## src/rtl/tt_um_adder_sequencer.sv

```systemverilog
// Sequenced 8-bit adder: captures two operands on start pulses and adds
// them in a single EXEC cycle, with an accumulate mode that reuses the
// previous result as operand A.
//
// Ports:
//   clk     - clock, rising edge
//   rst_n   - asynchronous active-low reset
//   ena     - design enable; low freezes every register
//   ui_in   - operand data bus
//   uio_in  - [0] start, [1] accum mode, [2] ack, [3] clear
//   uo_out  - registered result
//   uio_out - [4] busy, [5] done, [6] carry, [7] sticky overflow
//   uio_oe  - constant 8'hF0
//
// Build option: define ADDER_SEQ_SAT_EN to saturate result/acc to 8'hFF
// on carry-out instead of wrapping modulo 256.

module tt_um_adder_sequencer (
  input  logic       clk,
  input  logic       rst_n,
  input  logic       ena,
  input  logic [7:0] ui_in,
  input  logic [7:0] uio_in,
  output logic [7:0] uo_out,
  output logic [7:0] uio_out,
  output logic [7:0] uio_oe
);

  typedef enum logic [1:0] {
    IDLE   = 2'd0,
    WAIT_B = 2'd1,
    EXEC   = 2'd2,
    HOLD   = 2'd3
  } state_e;

  state_e state_q, state_d;

  logic       start_q, start_d;
  logic       armed_q, armed_d;
  logic       mode_q, mode_d;
  logic [7:0] a_q, a_d;
  logic [7:0] b_q, b_d;
  logic [7:0] acc_q, acc_d;
  logic [7:0] result_q, result_d;
  logic       carry_q, carry_d;
  logic       ovf_q, ovf_d;

  logic       start_raw;
  logic       accum_in;
  logic       ack_in;
  logic       clr_in;
  logic       start_evt;
  logic [8:0] sum;
  logic [7:0] res_v;
  logic       busy;
  logic       done;
  logic       unused_uio;

  assign start_raw  = uio_in[0];
  assign accum_in   = uio_in[1];
  assign ack_in     = uio_in[2];
  assign clr_in     = uio_in[3];
  assign unused_uio = ^uio_in[7:4];

  // armed_q is low only on the first enabled edge after reset, so a start
  // line already high when reset releases is not seen as a rising edge.
  assign start_evt = start_raw & ~start_q & armed_q;

  assign sum = {1'b0, a_q} + {1'b0, b_q};

`ifdef ADDER_SEQ_SAT_EN
  assign res_v = sum[8] ? 8'hFF : sum[7:0];
`else
  assign res_v = sum[7:0];
`endif

  // State register
  always_ff @(posedge clk or negedge rst_n) begin
    if (!rst_n) begin
      state_q <= IDLE;
    end else if (ena) begin
      state_q <= state_d;
    end
  end

  // Next-state logic; clear overrides start and ack
  always_comb begin
    state_d = state_q;
    if (clr_in) begin
      state_d = IDLE;
    end else begin
      unique case (state_q)
        IDLE: begin
          if (start_evt) begin
            state_d = accum_in ? EXEC : WAIT_B;
          end
        end
        WAIT_B: begin
          if (start_evt) begin
            state_d = EXEC;
          end
        end
        EXEC: begin
          state_d = HOLD;
        end
        HOLD: begin
          if (ack_in) begin
            state_d = IDLE;
          end
        end
        default: begin
          state_d = IDLE;
        end
      endcase
    end
  end

  // Datapath next-state
  always_comb begin
    start_d  = start_raw;
    armed_d  = 1'b1;
    mode_d   = mode_q;
    a_d      = a_q;
    b_d      = b_q;
    acc_d    = acc_q;
    result_d = result_q;
    carry_d  = carry_q;
    ovf_d    = ovf_q;
    if (clr_in) begin
      mode_d   = 1'b0;
      a_d      = 8'h00;
      b_d      = 8'h00;
      acc_d    = 8'h00;
      result_d = 8'h00;
      carry_d  = 1'b0;
      ovf_d    = 1'b0;
    end else begin
      unique case (state_q)
        IDLE: begin
          if (start_evt) begin
            // mode is latched here only; later changes are ignored
            mode_d = accum_in;
            if (accum_in) begin
              a_d = acc_q;
              b_d = ui_in;
            end else begin
              a_d = ui_in;
            end
          end
        end
        WAIT_B: begin
          if (start_evt) begin
            b_d = ui_in;
          end
        end
        EXEC: begin
          result_d = res_v;
          acc_d    = res_v;
          carry_d  = sum[8];
          if (mode_q && sum[8]) begin
            ovf_d = 1'b1;
          end
        end
        HOLD: begin
        end
        default: begin
        end
      endcase
    end
  end

  // Data registers
  always_ff @(posedge clk or negedge rst_n) begin
    if (!rst_n) begin
      start_q  <= 1'b0;
      armed_q  <= 1'b0;
      mode_q   <= 1'b0;
      a_q      <= 8'h00;
      b_q      <= 8'h00;
      acc_q    <= 8'h00;
      result_q <= 8'h00;
      carry_q  <= 1'b0;
      ovf_q    <= 1'b0;
    end else if (ena) begin
      start_q  <= start_d;
      armed_q  <= armed_d;
      mode_q   <= mode_d;
      a_q      <= a_d;
      b_q      <= b_d;
      acc_q    <= acc_d;
      result_q <= result_d;
      carry_q  <= carry_d;
      ovf_q    <= ovf_d;
    end
  end

  // Output decode
  always_comb begin
    busy = 1'b0;
    done = 1'b0;
    unique case (state_q)
      WAIT_B:  busy = 1'b1;
      EXEC:    busy = 1'b1;
      HOLD:    done = 1'b1;
      default: begin
      end
    endcase
  end

  assign uo_out  = result_q;
  assign uio_out = {ovf_q, carry_q, done, busy, 4'h0};
  assign uio_oe  = 8'hF0;

endmodule

```

## config.mk

```make
export PLATFORM = sky130hd
export DESIGN_NAME = tt_um_adder_sequencer
export DESIGN_NICKNAME = d
export VERILOG_FILES = /design/src/rtl/tt_um_adder_sequencer.sv
export SDC_FILE = /design/constraint.sdc
export NUM_CORES = 1
export LEC_CHECK = 0
export ABC_AREA = 1
export BUFFER_PORTS_ARGS = -buffer_cell sky130_fd_sc_hd__buf_4
export CAP_MARGIN = 20
export CORE_MARGIN = 2
export CORE_UTILIZATION = 55
export DETAILED_ROUTE_END_ITERATION = 10
export GPL_TIMING_DRIVEN = 1
export PLACE_DENSITY = 0.82
export SETUP_SLACK_MARGIN = 0.5
export SYNTH_ARGS = -nofsm -noshare
export SYNTH_HDL_FRONTEND = slang
export SYNTH_SLANG_ARGS = --single-unit
```

## constraint.sdc

```tcl
create_clock -name clk -period 2.36 [get_ports clk]
set_clock_uncertainty 0.05 [all_clocks]
set_input_delay 0.472 -clock clk [delete_from_list [all_inputs] [get_ports clk]]
set_output_delay 0.472 -clock clk [all_outputs]
set_load 0.02 [all_outputs]
```

# == Yosys cells after proc, flatten, opt, wreduce, memory -nomap -nowiden ==
# Cells that the tools add are included.
# classes
n_addsub,1
n_eq_ne,7
muxes,27
n_bitwise,3
n_reduce_logical,13
# op_table
op,count
$mux 8,10
$pmux 8 s2,1
$ne 3x3->1 const B,4
$mux 1,10
$mux 2,5
$add 8x8->9,1
$pmux 2 s4,1
$reduce_bool 2->1,4
$reduce_and 3->1,2
$reduce_and 5->1,1
$eq 2x2->1 const B,2
$reduce_and 4->1,1
$reduce_bool 3->1,1
$and 1x1->1,2
$eq 2x1->1 const B,1
$logic_not 2->1,1
$reduce_and 2->1,1
$reduce_or 2->1,1
$logic_and 1x1->1,1
$not 1->1,1
# word_totals
regBits,31
out_inout_bits,24
wordCells,60

# == Longest topological paths before layout ==
# logic_depth
word_depth,6
ltp_mapped,9
mapped_depth_nobuf,9

# == Worst setup path before layout ==
# No wires, ideal clock.
# synth_path
path_type,register to register
start,register a_q[0]
end,"register result_q[6], in the netlist uo_out[6]"
setup_ns,0.117
arrival_time_ns,1.382
required_time_ns,2.193
slack_ns,0.811
path_stages_with_launch,9
synth_period_minus_slack_ns,1.549
path_cell_list,dfrtp_1 -> ha_1 -> fa_1 -> nand2_1 -> nand2_1 -> nand3b_1 -> nand3_1 -> nand3_1 -> nand2_1
# synth_via
elab_chain_cells,3
# synth_lines
element,line,source
"start, declared",41,"logic [7:0] a_q, a_d;"
"start signal, assigned",178,a_q <= 8'h00;
"start signal, assigned",188,a_q <= a_d;
$add 8x8->9,69,"assign sum = {1'b0, a_q} + {1'b0, b_q};"
$mux 8,138,unique case (state_q)
$mux 8,129,if (clr_in) begin
"end signal, assigned",191,result_q <= result_d;
"end, declared",44,"logic [7:0] result_q, result_d;"
# No other way between the ends. The select of a mux whose other input is x is not followed.
# A chain may end at the register's enable or synchronous reset.

# == Worst setup path after layout ==
# layout_path
start,register state_q[0]
end,output port uio_out[4]
# layout_via
elab_chain_cells,3
# layout_lines
element,line,source
"start, declared",36,"state_e state_q, state_d;"
"start signal, assigned",82,state_q <= state_d;
$eq 2x2->1 / $eq 2x1->1 (equally long branches),201,unique case (state_q)
$reduce_or 2->1 (no line) *,n/a,
$mux 1 *,201,
"end, declared",25,"output logic [7:0] uio_out,"
# Every way passes the cells marked *; elsewhere a longest branch is shown, timed or not.

==> impl_metrics.csv <==
group,metric,value,unit
run,max-cap-violations,0,
route,via_per_inst,4.87,
sta,tns,0,ns
sta,finalHoldViolCount,0,
hold_path,min_path_type,"primary input to async pin",
sta,worst_slew_pin_slew,0.587,ns
critical_path,cp_cell_sequence,"inv_1, ha_1, buf_4",
critical_path,r2r_slack,0.67,ns
global_route,grt_overflow,0,
critical_path,cp_num_cells,3,
cts,clock_latency,0.29,ns
critical_path,cp-start-kind,"flop",
critical_path,required,1.84,ns
synth,synth_area,2070,sq um
critical_path,path_max_fanout,4,
critical_path,crit_buf_inv,2,
cts,cts_tree,"built",
floorplan,core-area,3630,sq um
synth,synth.avg_cell_area,7.72,sq um
cts,cts_root_buf,"clkbuf_8",
cts,cts_hold_buf,0,
pwr,ir_worst_vdd,694,uV
synth,synthArstFlopShare,1.00,
placed_design,hpwl,2.97,mm
cts,clk_pin_slew,0.07,ns
cts,cts_buffers,5,
cells_and_area,nFillCells,324,
global_route,track_usage,0.211,
global_route,grt_pass1_vias,1462,
cells_and_area,utilization,0.642,
critical_path,critPathLaunch,"state_q[0]",
cts,clock_sinks,31,
route,drt_wl_total,4.05,mm
synth,synthCells,268,
outcome,status,"finished, final reports clean",
pwr,p_leak,1.29,nW
cts,post_cts_buffers,0,
synth,synth-main-ff-cell,"dfrtp_1",
cts,cts_resized,0,
synth,ys_warn_count,0,
global_route,grt_pass1_wl,6.76,mm
critical_path,end_kind,"output pin",
synth,synth_top_cell_area_share,0.375,
critical_path,r2r_cells,8,
sta,max_freq,570,MHz
critical_path,cp.arrival,1.23,ns
route,wl_per_cell,11.9,microns
cells_and_area,drive_above_1_share,0.199,
pwr,powerDensity,1050,nW/um^2
critical_path,path_class,"flop to output pin",
cells_and_area,n_antenna_cell,0,
critical_path,cpPeakStageDelay,0.40,ns
floorplan,die_h,65.3,microns
sta,rsz0062_at_grt,"no",
sta,fin_crit_sh,0.743,
floorplan,die_x,65.3,microns
critical_path,slowest_stage,"dfrtp_1",
route,drcViolationCount,0,
sta,finalCriticalPeriod,1.75,ns
sta,drv_slew,0,
critical_path,cp_top_family,"flip-flops",
synth,synth_seq_cells,31,
critical_path,r2r-start,"b_q[0]",
route,vias,1651,
floorplan,initial_core_util,0.570,
synth,ys_seq_area_frac,0.375,
sta,setup_viol,0,
synth,synth_cell_types,26,
synth,synth-edff-count,0,
global_route,antenna_found_initial,0,
route,dr.pass1.iters,4,
cts,htreeDepth,2,
cts,clk_path_buf_depth,2,
floorplan,ios,43,
critical_path,endpoint,"uio_out[4]",
cells_and_area,finalNetCount,322,
synth,yosysTopAreaCell,"dfrtp_1",
placed_design,place_congestion,0.902,
floorplan,die_area,4270,sq um
sta,slew_headroom,0.607,
global_route,grt_max_degree,32,
cells_and_area,areaGrowthSynthToFinish,12.6,%
route,drtAntennaViolNets,0,
critical_path,r2r-end,"ovf_q",
synth,ys_top_cells_by_area,"dfrtp_1 (37%), nand2_1 (20%), ha_1 (7.3%), buf_4 (6.2%), o21ai_2 (4.7%)",
floorplan,std_cell_rows,22,
route,drt-initial-drc-count,117,
placed_design,portBuffers,26,
## layout by cell type, fill, tap and decap left out, types with 2 or more instances in the layout
cell / count
nor2_2: 3
inv_1: 19
buf_4: 26
nor2_1: 9
conb_1: 12
o21ai_1: 2
ha_1: 12
nand3b_1: 10
o21ai_0: 3
clkbuf_8: 6
o21ai_2: 10
a21oi_1: 5
nand2_4: 2
nand2_1: 113
or2_2: 5
dfrtp_1: 31
nand3_1: 12
a22o_1: 2
## routing by layer
metal / vias up / GRT usage / routed length (microns)
met2: 52 / 0.324 / 1810
met1: 728 / 0.278 / 1900
met3: 10 / 0.0548 / 247
met4: 0 / 0.102 / 98
li1: 861 / - / -
met5: - / 0 / 0
## power by group
| part | switching (mW) | leakage (nW) | internal [mW] |
|---|---|---|---|
| clock | 0.206 | 0.0612 | 0.341 |
| combinational | 0.640 | 0.821 | 0.410 |
| sequential | 0.150 | 0.407 | 0.698 |
## cell families after synthesis
family / Yosys count / share of synthesized area
other: 2 / 0.00363
buffers and inverters: 41 / 0.113
adder cells (fa/ha/maj): 13 / 0.0822
AO/OA/AOI/OAI: 25 / 0.0931
AND/OR/NAND/NOR: 156 / 0.333
flip-flops: 31 / 0.375
## Yosys cell counts, types with 3 or more instances
cell,number
nand2_1,113
dfrtp_1,31
inv_1,19
buf_4,17
ha_1,12
nand3_1,12
o21ai_2,11
nand3b_1,10
nor2_1,10
a21oi_1,5
or2_2,5
o21ai_0,3
## worst min-delay path by stage
| stage | startpoint | endpoint | slack [ns] | depth (start not counted) |
|---|---|---|---|---|
| after floorplan | rst_n | a_q[0] | 0.13 | 0 |
| after global placement | rst_n | carry_q | 0.38 | 1 |
| after detailed placement | rst_n | ovf_q | 0.38 | 1 |
| after CTS | rst_n | armed_q | 0.07 | 1 |
| after global routing | rst_n | ovf_q | 0.08 | 1 |
| final | rst_n | a_q[2] | 0.06 | 1 |
## sequential cells by signal (all words and copies together) (netlist names)
register	cells
armed_q	1
mode_q	1
ovf_q	1
uo_out	8
b_q	8
carry_q	1
start_q	1
state_q	2
a_q	8
## layout make-up
class / count / area (sq um) / area share
tap: 48 / 60.1 / 0.0258
multi-input combinational: 206 / 1110 / 0.475
timing repair buffer: 26 / 195 / 0.0837
clock buffer: 6 / 82.6 / 0.0354
clock inverter: 2 / 35.0 / 0.0150
sequential: 31 / 776 / 0.333
inverter: 20 / 75.1 / 0.0322
## through the flow
stage	power, mW	hold WS [ns]	area (sq um)	setup WS [ns]	std cells
floorplan	1.61	0.126	2110	0.811	278
global placement	1.83	0.377	2200	0.682	331
detailed placement	1.88	0.380	2200	0.630	331
CTS	2.44	0.0714	2320	0.594	339
global route	2.62	0.0844	2330	0.531	339
finish	2.45	0.0613	2330	0.606	339
Power figures use the tool's default switching activity.
